**config.mk**
```make
export PLATFORM = sky130hd
export DESIGN_NAME = spi_tx_arbiter
export DESIGN_NICKNAME = d
export VERILOG_FILES = /design/src/rtl/spi_tx_arbiter.sv
export SDC_FILE = /design/constraint.sdc
export NUM_CORES = 1
export LEC_CHECK = 0
export CORE_ASPECT_RATIO = 2
export CORE_MARGIN = 1.5
export CORE_UTILIZATION = 40
export DETAILED_ROUTE_END_ITERATION = 10
export GPL_ROUTABILITY_DRIVEN = 0
export PLACE_DENSITY = 0.83
export SETUP_SLACK_MARGIN = 0.3
export SKIP_CTS_REPAIR_TIMING = 1
export SYNTH_ARGS = -nofsm -noshare
export SYNTH_HDL_FRONTEND = slang
export SYNTH_SLANG_ARGS = --single-unit
```
**constraint.sdc**
```tcl
create_clock -name clk -period 2.55 [get_ports clk]
set_input_delay 0.51 -clock clk [delete_from_list [all_inputs] [get_ports clk]]
set_output_delay 0.51 -clock clk [all_outputs]
set_load 0.02 [all_outputs]
```
**src/rtl/spi_tx_arbiter.sv**
```systemverilog
// Round-robin arbiter/sequencer sharing one SPI transmit engine between NREQ requesters.
// Optional feature: define SPI_ARB_TIMEOUT_EN to abort frames whose engine never drops busy.

module spi_tx_arbiter #(
    parameter int NREQ    = 4,
    parameter int DW      = 16,
    parameter int TIMEOUT = 64
) (
    input  logic                 clk,
    input  logic                 reset,
    input  logic [NREQ-1:0]      req,
    input  logic [NREQ*DW-1:0]   req_data,
    output logic [NREQ-1:0]      grant,
    output logic [NREQ-1:0]      ack,
    output logic                 spi_start,
    output logic [DW-1:0]        spi_datain,
    input  logic                 spi_busy,
    output logic                 arb_busy,
    output logic                 err
);

    localparam int PW = (NREQ > 1) ? $clog2(NREQ) : 1;

    typedef enum logic [2:0] {
        S_IDLE,
        S_LAUNCH,
        S_WAIT_BUSY,
        S_XFER,
        S_DONE
    } state_t;

    state_t                  state, state_nxt;
    logic [PW-1:0]           rr_ptr;
    logic [PW-1:0]           winner;
    logic                    any_req;
    logic                    timeout_hit;
    logic [NREQ-1:0][DW-1:0] words;

    assign words = req_data;

    // Scan from farthest to nearest so the first requester after rr_ptr overwrites last.
    always_comb begin
        int            idx;
        logic [PW-1:0] idx_p;
        winner  = '0;
        any_req = 1'b0;
        idx     = 0;
        idx_p   = '0;
        for (int k = NREQ; k >= 1; k--) begin
            idx = int'(rr_ptr) + k;
            if (idx >= NREQ) idx = idx - NREQ;
            idx_p = PW'(idx);
            if (req[idx_p]) begin
                winner  = idx_p;
                any_req = 1'b1;
            end
        end
    end

`ifdef SPI_ARB_TIMEOUT_EN
    localparam int CW = $clog2(TIMEOUT + 1);

    logic [CW-1:0] tmo_cnt;
    logic          tmo_exit;
    logic          err_q;

    // Counts cycles since the launch cycle; held at zero while idle.
    always_ff @(posedge clk or negedge reset) begin
        if (!reset)               tmo_cnt <= '0;
        else if (state == S_IDLE) tmo_cnt <= '0;
        else                      tmo_cnt <= tmo_cnt + CW'(1);
    end

    assign timeout_hit = (tmo_cnt == CW'(TIMEOUT - 1));
    // A real busy fall in XFER wins over a coincident timeout.
    assign tmo_exit    = timeout_hit &&
                         ((state == S_WAIT_BUSY) || (state == S_XFER && spi_busy));

    always_ff @(posedge clk or negedge reset) begin
        if (!reset) err_q <= 1'b0;
        else        err_q <= tmo_exit;
    end

    assign err = err_q;
`else
    logic unused_timeout;

    assign unused_timeout = ^TIMEOUT;
    assign timeout_hit    = 1'b0;
    assign err            = 1'b0;
`endif

    always_ff @(posedge clk or negedge reset) begin
        if (!reset) state <= S_IDLE;
        else        state <= state_nxt;
    end

    always_comb begin
        state_nxt = state;
        spi_start = 1'b0;
        arb_busy  = 1'b1;
        ack       = '0;
        case (state)
            S_IDLE: begin
                arb_busy = 1'b0;
                if (any_req) state_nxt = S_LAUNCH;
            end
            S_LAUNCH: begin
                spi_start = 1'b1;
                state_nxt = S_WAIT_BUSY;
            end
            S_WAIT_BUSY: begin
                if (timeout_hit)   state_nxt = S_DONE;
                else if (spi_busy) state_nxt = S_XFER;
            end
            S_XFER: begin
                if (!spi_busy || timeout_hit) state_nxt = S_DONE;
            end
            S_DONE: begin
                ack       = grant;
                state_nxt = S_IDLE;
            end
            default: state_nxt = S_IDLE;
        endcase
    end

    // Winner's word is captured at grant; later req_data changes cannot reach the engine.
    always_ff @(posedge clk or negedge reset) begin
        if (!reset) begin
            grant      <= '0;
            spi_datain <= '0;
            rr_ptr     <= PW'(NREQ - 1);
        end else if (state == S_IDLE && any_req) begin
            grant      <= NREQ'(1) << winner;
            spi_datain <= words[winner];
            rr_ptr     <= winner;
        end else if (state == S_DONE) begin
            grant      <= '0;
        end
    end

endmodule

```
---- Word-level counts from Yosys, hierarchy flattened ----
Index checks and enable logic that the tools add are counted.
word-level totals
  register bits ........................... 25
  latch bits .............................. 0
  memory bits (writable) .................. 0
  bits in read-only memories .............. 0
  input port bits ......................... 71
  output and inout port bits .............. 27
  word-level logic and storage cells ...... 64
  memories ................................ 0
cells by class
  add/sub/neg operators ................... 8
  multipliers ............................. 0
  divide/modulo/power cells ............... 0
  $lt $le $gt $ge ......................... 9
  eq/ne operators ......................... 7
  shift operators ......................... 1
  muxes and demuxes ....................... 31
  bitwise operators ....................... 0
  reductions and logical operators ........ 4
operators by type and width
  operator                                                                              count
  16-bit binary-select mux with 2-bit select                                            1
  16-bit two-way mux                                                                    1
  2-bit two-way mux                                                                     8
  2-bit by 3-bit less-than comparator with 1-bit output (second input constant)         5
  4-bit two-way mux                                                                     3
  3-bit one-hot mux with 4 select lines                                                 1
  1-bit two-way mux                                                                     10
  3-bit greater-or-equal comparator (second input constant)                             3
  3-bit two-way mux                                                                     3
  1-bit binary-select mux with 2-bit select                                             4
  2-bit by 1-bit subtractor with 2-bit output (second input constant)                   4
  2-bit by 2-bit adder with 3-bit output (second input constant)                        2
  3-bit by 2-bit equality test with 1-bit output (second input constant)                2
  2-bit != test (second input constant)                                                 3
  2-bit by 3-bit adder with 4-bit output (second input constant)                        1
  4-bit by 3-bit greater-or-equal comparator with 1-bit output (second input constant)  1
  1-bit by 2-bit << shifter with 4-bit output (first input constant)                    1
  2-bit by 1-bit adder with 3-bit output (second input constant)                        1
  3-bit by 1-bit equality test with 1-bit output (second input constant)                1
  3-bit equality test (second input constant)                                           1
  3-bit zero test                                                                       1
  3-bit AND reduction                                                                   1
  2-bit nonzero test                                                                    1
  1-bit logical AND                                                                     1

---- Depth between registers and ports, before layout ----
Gate-level depths: netlist of run 1.
  depth in word-level cells ............... 11
  depth in mapped cells ................... 8
  depth with buffers taken out ............ 5

---- Worst setup path before layout of run 1 ----
OpenSTA, ideal clock, no wires.
  path type ............................... input to register
  start ................................... in req[2]
  end ..................................... reg spi_datain[10]
  library setup time ...................... 0.087 ns
  data arrival time ....................... 1.745 ns
  data required time ...................... 2.463 ns
  setup slack ............................. 0.718 ns
  stages on the path ...................... 7
  cell sequence ........................... or4_4 -> nor2b_1 -> buf_6 -> nand2_8 -> buf_8 -> a211oi_2 -> a211oi_2
between the ends
  longest elaborated chain between the ends .. 8
  elaborated cells between the ends (all ways) .. 19
  classes of those cells .................. 18 x mux; 1 x reduce/logical
RTL lines
  element                                     line  RTL
  start, declared                             11    input logic [NREQ-1:0] req,
  1-bit binary-select mux with 2-bit select   53    if (req[idx_p]) begin
  1-bit two-way mux (implied by the code)     53
  2-bit two-way mux (4 in a row)              53
  16-bit binary-select mux with 2-bit select  135   spi_datain <= words[winner];
  16-bit two-way mux (implied by the code)    135
  end signal, assigned                        135
  end, declared                               16    output logic [DW-1:0] spi_datain,
Parallel ways exist; a longest one is shown, timed or not. The select of a mux whose other input is x is not followed.
A chain may end at the register's enable or synchronous reset.

---- Worst setup path after layout of run 1 ----
  start ................................... reg state[1]
  end ..................................... out arb_busy
between the ends
  longest elaborated chain between the ends .. 2
RTL lines
  element                 line  RTL
  start, declared         32    state_t state, state_nxt;
  start signal, assigned  95    else state <= state_nxt;
  3-bit zero test         103   case (state)
  1-bit two-way mux       103
  end, declared           18    output logic arb_busy,
No other way between the ends.

==> results.sh, run 1 <==
export IMPL_status="completed"
export IMPL_cp_end_kind="output pin"
export IMPL_first_iter_violations=21
export IMPL_dr_pass1_iters=4
export IMPL_synthAdderAreaFrac_pct=0
export IMPL_whs_path_depth=2
export IMPL_grt_pass1_vias=1855
export IMPL_synth_distinct_cells=39
export IMPL_syn_nets=249
export IMPL_clock_sinks=25
export IMPL_cts_tree="built"
export IMPL_critPathMaxStageDelay_ns=0.55
export IMPL_syn_inst=178
export IMPL_crit_path_start_kind="flip-flop"
export IMPL_start_util_pct=41.95
export IMPL_root_buffer="clkbuf_8"
export IMPL_timing_rr_end="spi_datain[1]"
export IMPL_num_vias=1783
export IMPL_leakage_nw=1.223
export IMPL_p_total_mw=2.761
export IMPL_area_delta_synth_final_pct=56.57
export IMPL_synth_top_family_by_area="compound AO/OA/AOI/OAI gates"
export IMPL_synth_edf_count=0
export IMPL_synth_compound_area_share_pct=29.88
export IMPL_synth_area_leaders="dfrtp_1, a211oi_2, mux2i_1, a31oi_1, a211oi_1"
export IMPL_numCtsBuffers=3
export IMPL_tns_ns=0
export IMPL_hold_class="reg -> reg"
export IMPL_yosysWarnings=0
export IMPL_setup_viol=0
export IMPL_synthMuxAreaShare_pct=8.713
export IMPL_clk_path_buf_depth=2
export IMPL_fp_dieH_microns=98.87
export IMPL_synth_ff_type="dfrtp_1"
export IMPL_slew_headroom_pct=66.64
export IMPL_period_needed_ns=2.199
export IMPL_rrSetupSlack_ns=0.60
export IMPL_drive_above_1_share_pct=17.52
export IMPL_dieArea_sq_um=5035
export IMPL_synth_top_area_share_pct=31.31
export IMPL_antenna_cells=0
export IMPL_grt_max_degree=26
export IMPL_postRouteAntennaNets=0
export IMPL_fin_skew_ns=0.002257
export IMPL_cap_violations=0
export IMPL_drt_total_wl_microns=5294
export IMPL_grt_first_pass_wirelength_microns=8590
export IMPL_seq_area_frac_synth_pct=34.17
export IMPL_fill_cells=365
export IMPL_nNetsFinal=346
export IMPL_multi_input_area_sq_um=1013
export IMPL_die_x_microns=50.93
export IMPL_crit_required_ns=2.04
export IMPL_track_usage_pct=21.90
export IMPL_place_detailed_hpwl_microns=4194
export IMPL_path_class="reg -> out"
export IMPL_viasPerCell=5.436
export IMPL_rsz0062_at_grt="yes"
export IMPL_insertion_delay_ns=0.27
export IMPL_antenna_found_initial=0
export IMPL_tightest_slew_ns=0.4992
export IMPL_async_flop_share_pct=100.0
export IMPL_h_tree_depth=1
export IMPL_coreArea_sq_um=4382
export IMPL_crit_arrival_ns=1.69
export IMPL_worstHoldStart="rr_ptr[0]"
export IMPL_r2r_start="rr_ptr[0]"
export IMPL_powerDensity_nw_per_um2=959.3
export IMPL_peakVddDrop_mv=0.7398
export IMPL_path_clk_slew_ns=0.09
export IMPL_syn_cell_area_sq_um=1838
export IMPL_cpMaxStageDelayCell="clkdlybuf4s50_1"
export IMPL_crit_start="state[1]"
export IMPL_timing_final_crit_share_pct=86.25
export IMPL_hold_end="rr_ptr[0]"
export IMPL_avgSynthCellArea_sq_um=10.33
export IMPL_synth_top_area_cell="dfrtp_1"
export IMPL_seq_area_sq_um=628.1
export IMPL_io_buffers=96
export IMPL_drcViolationCount=0
export IMPL_yosys_register_bits=25
export IMPL_synthXorXnorAreaFrac_pct=0
export IMPL_path_cells="or3_4, clkdlybuf4s50_1"
export IMPL_wl_per_cell_microns=16.14
export IMPL_gr_total_overflow=0
export IMPL_hold_violations=0
export IMPL_path_max_fanout=6
export IMPL_synthSimpleGateAreaFrac_pct=15.66
export IMPL_drv_slew=0
export IMPL_fp_row_count=34
export IMPL_pin_count=98
export IMPL_max_clock_freq_ghz=0.4547
export IMPL_reg2reg_depth=6
==> cell type report <==
class                   instances  share of cell area (%)
repair buffers                106                   36.70
multi-input cells             122                   35.22
flip-flops and latches         25                   21.83
well taps                      54                   2.348
inverters                      17                   2.217
clock buffers                   3                   1.435
clock inverters                 1                  0.2609
==> metal layers <==
| metal | wire (microns) | global-route usage, % | vias to the layer above |
|---|---|---|---|
| met5 | 0 | 0 | - |
| met4 | 127 | 8.940 | 0 |
| met3 | 252 | 1.970 | 10 |
| met2 | 3119 | 40.16 | 61 |
| met1 | 1794 | 24.88 | 865 |
| li1 | - | - | 847 |
==> logic make-up (layout without fill, tap and decap cells) <==
| family | after synthesis | after routing |
|---|---|---|
| compound gates | 59 | 59 |
| simple gates | 46 | 46 |
| buf+inv | 31 | 127 |
| flops | 25 | 25 |
| mux | 16 | 16 |
| other cells | 1 | 1 |
==> cell usage after synthesis (all sizes together) (4+ instances only) <==
cell type  number
and2b           4
nor2           21
dfrtp          23
inv            17
buf            11
o21ai           6
a211oi         32
and3            5
mux2i          16
a31oi          16
==> cells in the final DEF (no fill, tap or decap), types with 2 or more instances in the layout <==
master	synthesis	routed
dfstp_2	2	2
nand2_1	2	2
clkdlybuf4s50_1	0	93
a211oi_1	13	12
nand3_1	3	3
and3_1	4	4
nor2_1	20	19
o21ai_1	4	4
a32o_1	2	2
dlymetal6s2s_1	0	3
clkbuf_8	0	3
mux2i_1	16	16
dfrtp_1	23	23
a31oi_1	16	16
and2b_1	3	3
a211oi_2	19	20
inv_1	17	17
buf_4	3	9
o21ai_4	2	2
==> registers in the layout, indices dropped and copies added, names as in the netlist <==
| name | cells |
|---|---|
| spi_datain | 16 |
| rr_ptr | 2 |
| state | 3 |
| grant | 4 |
==> where the power goes <==
| part | total, mW | internal, mW | switching, mW |
|---|---|---|---|
| Clock | 0.244 | 0.111 | 0.133 |
| Sequential | 0.738 | 0.596 | 0.141 |
| Combinational | 1.78 | 0.856 | 0.923 |
==> stage by stage <==
stage	area (sq um)	cells	hold slack (ns)	util [%]	setup slack, ns
after floorplan	1838	178	0.2144	-	0.7182
after global placement	2809	324	0.4690	64.11	0.1356
after detailed placement	2809	324	0.4779	64.11	0.08386
after CTS	2858	328	0.4907	65.22	0.1822
after global routing	2878	328	0.5236	65.68	0.2641
final	2878	328	0.4907	65.68	0.3506
==> worst max path at each step <==
stage                endpoint  slack, ns
2_1_floorplan  spi_datain[10]       0.72
3_3_place_gp    spi_datain[6]       0.14
3_5_place_dp    spi_datain[5]       0.08
4_1_cts                ack[3]       0.18
5_1_grt                ack[3]       0.26
6_report             arb_busy       0.35
==> critical path, delay by kind of cell (launching register included) <==
kind                   cells  cell delay (ns)
buffers and inverters      1             0.55
flip-flops                 1             0.46
AND/OR/NAND/NOR            1             0.42
No activity file was read; power rests on OpenSTA's default activity.
==> run 2: changes to the inputs <==
Settings changed: CTS_CLUSTER_DIAMETER set to 60, TNS_END_PERCENT set to 100.
==> results of run 2 <==
The final DEF is identical to that of run 1; final timing and power are the same.
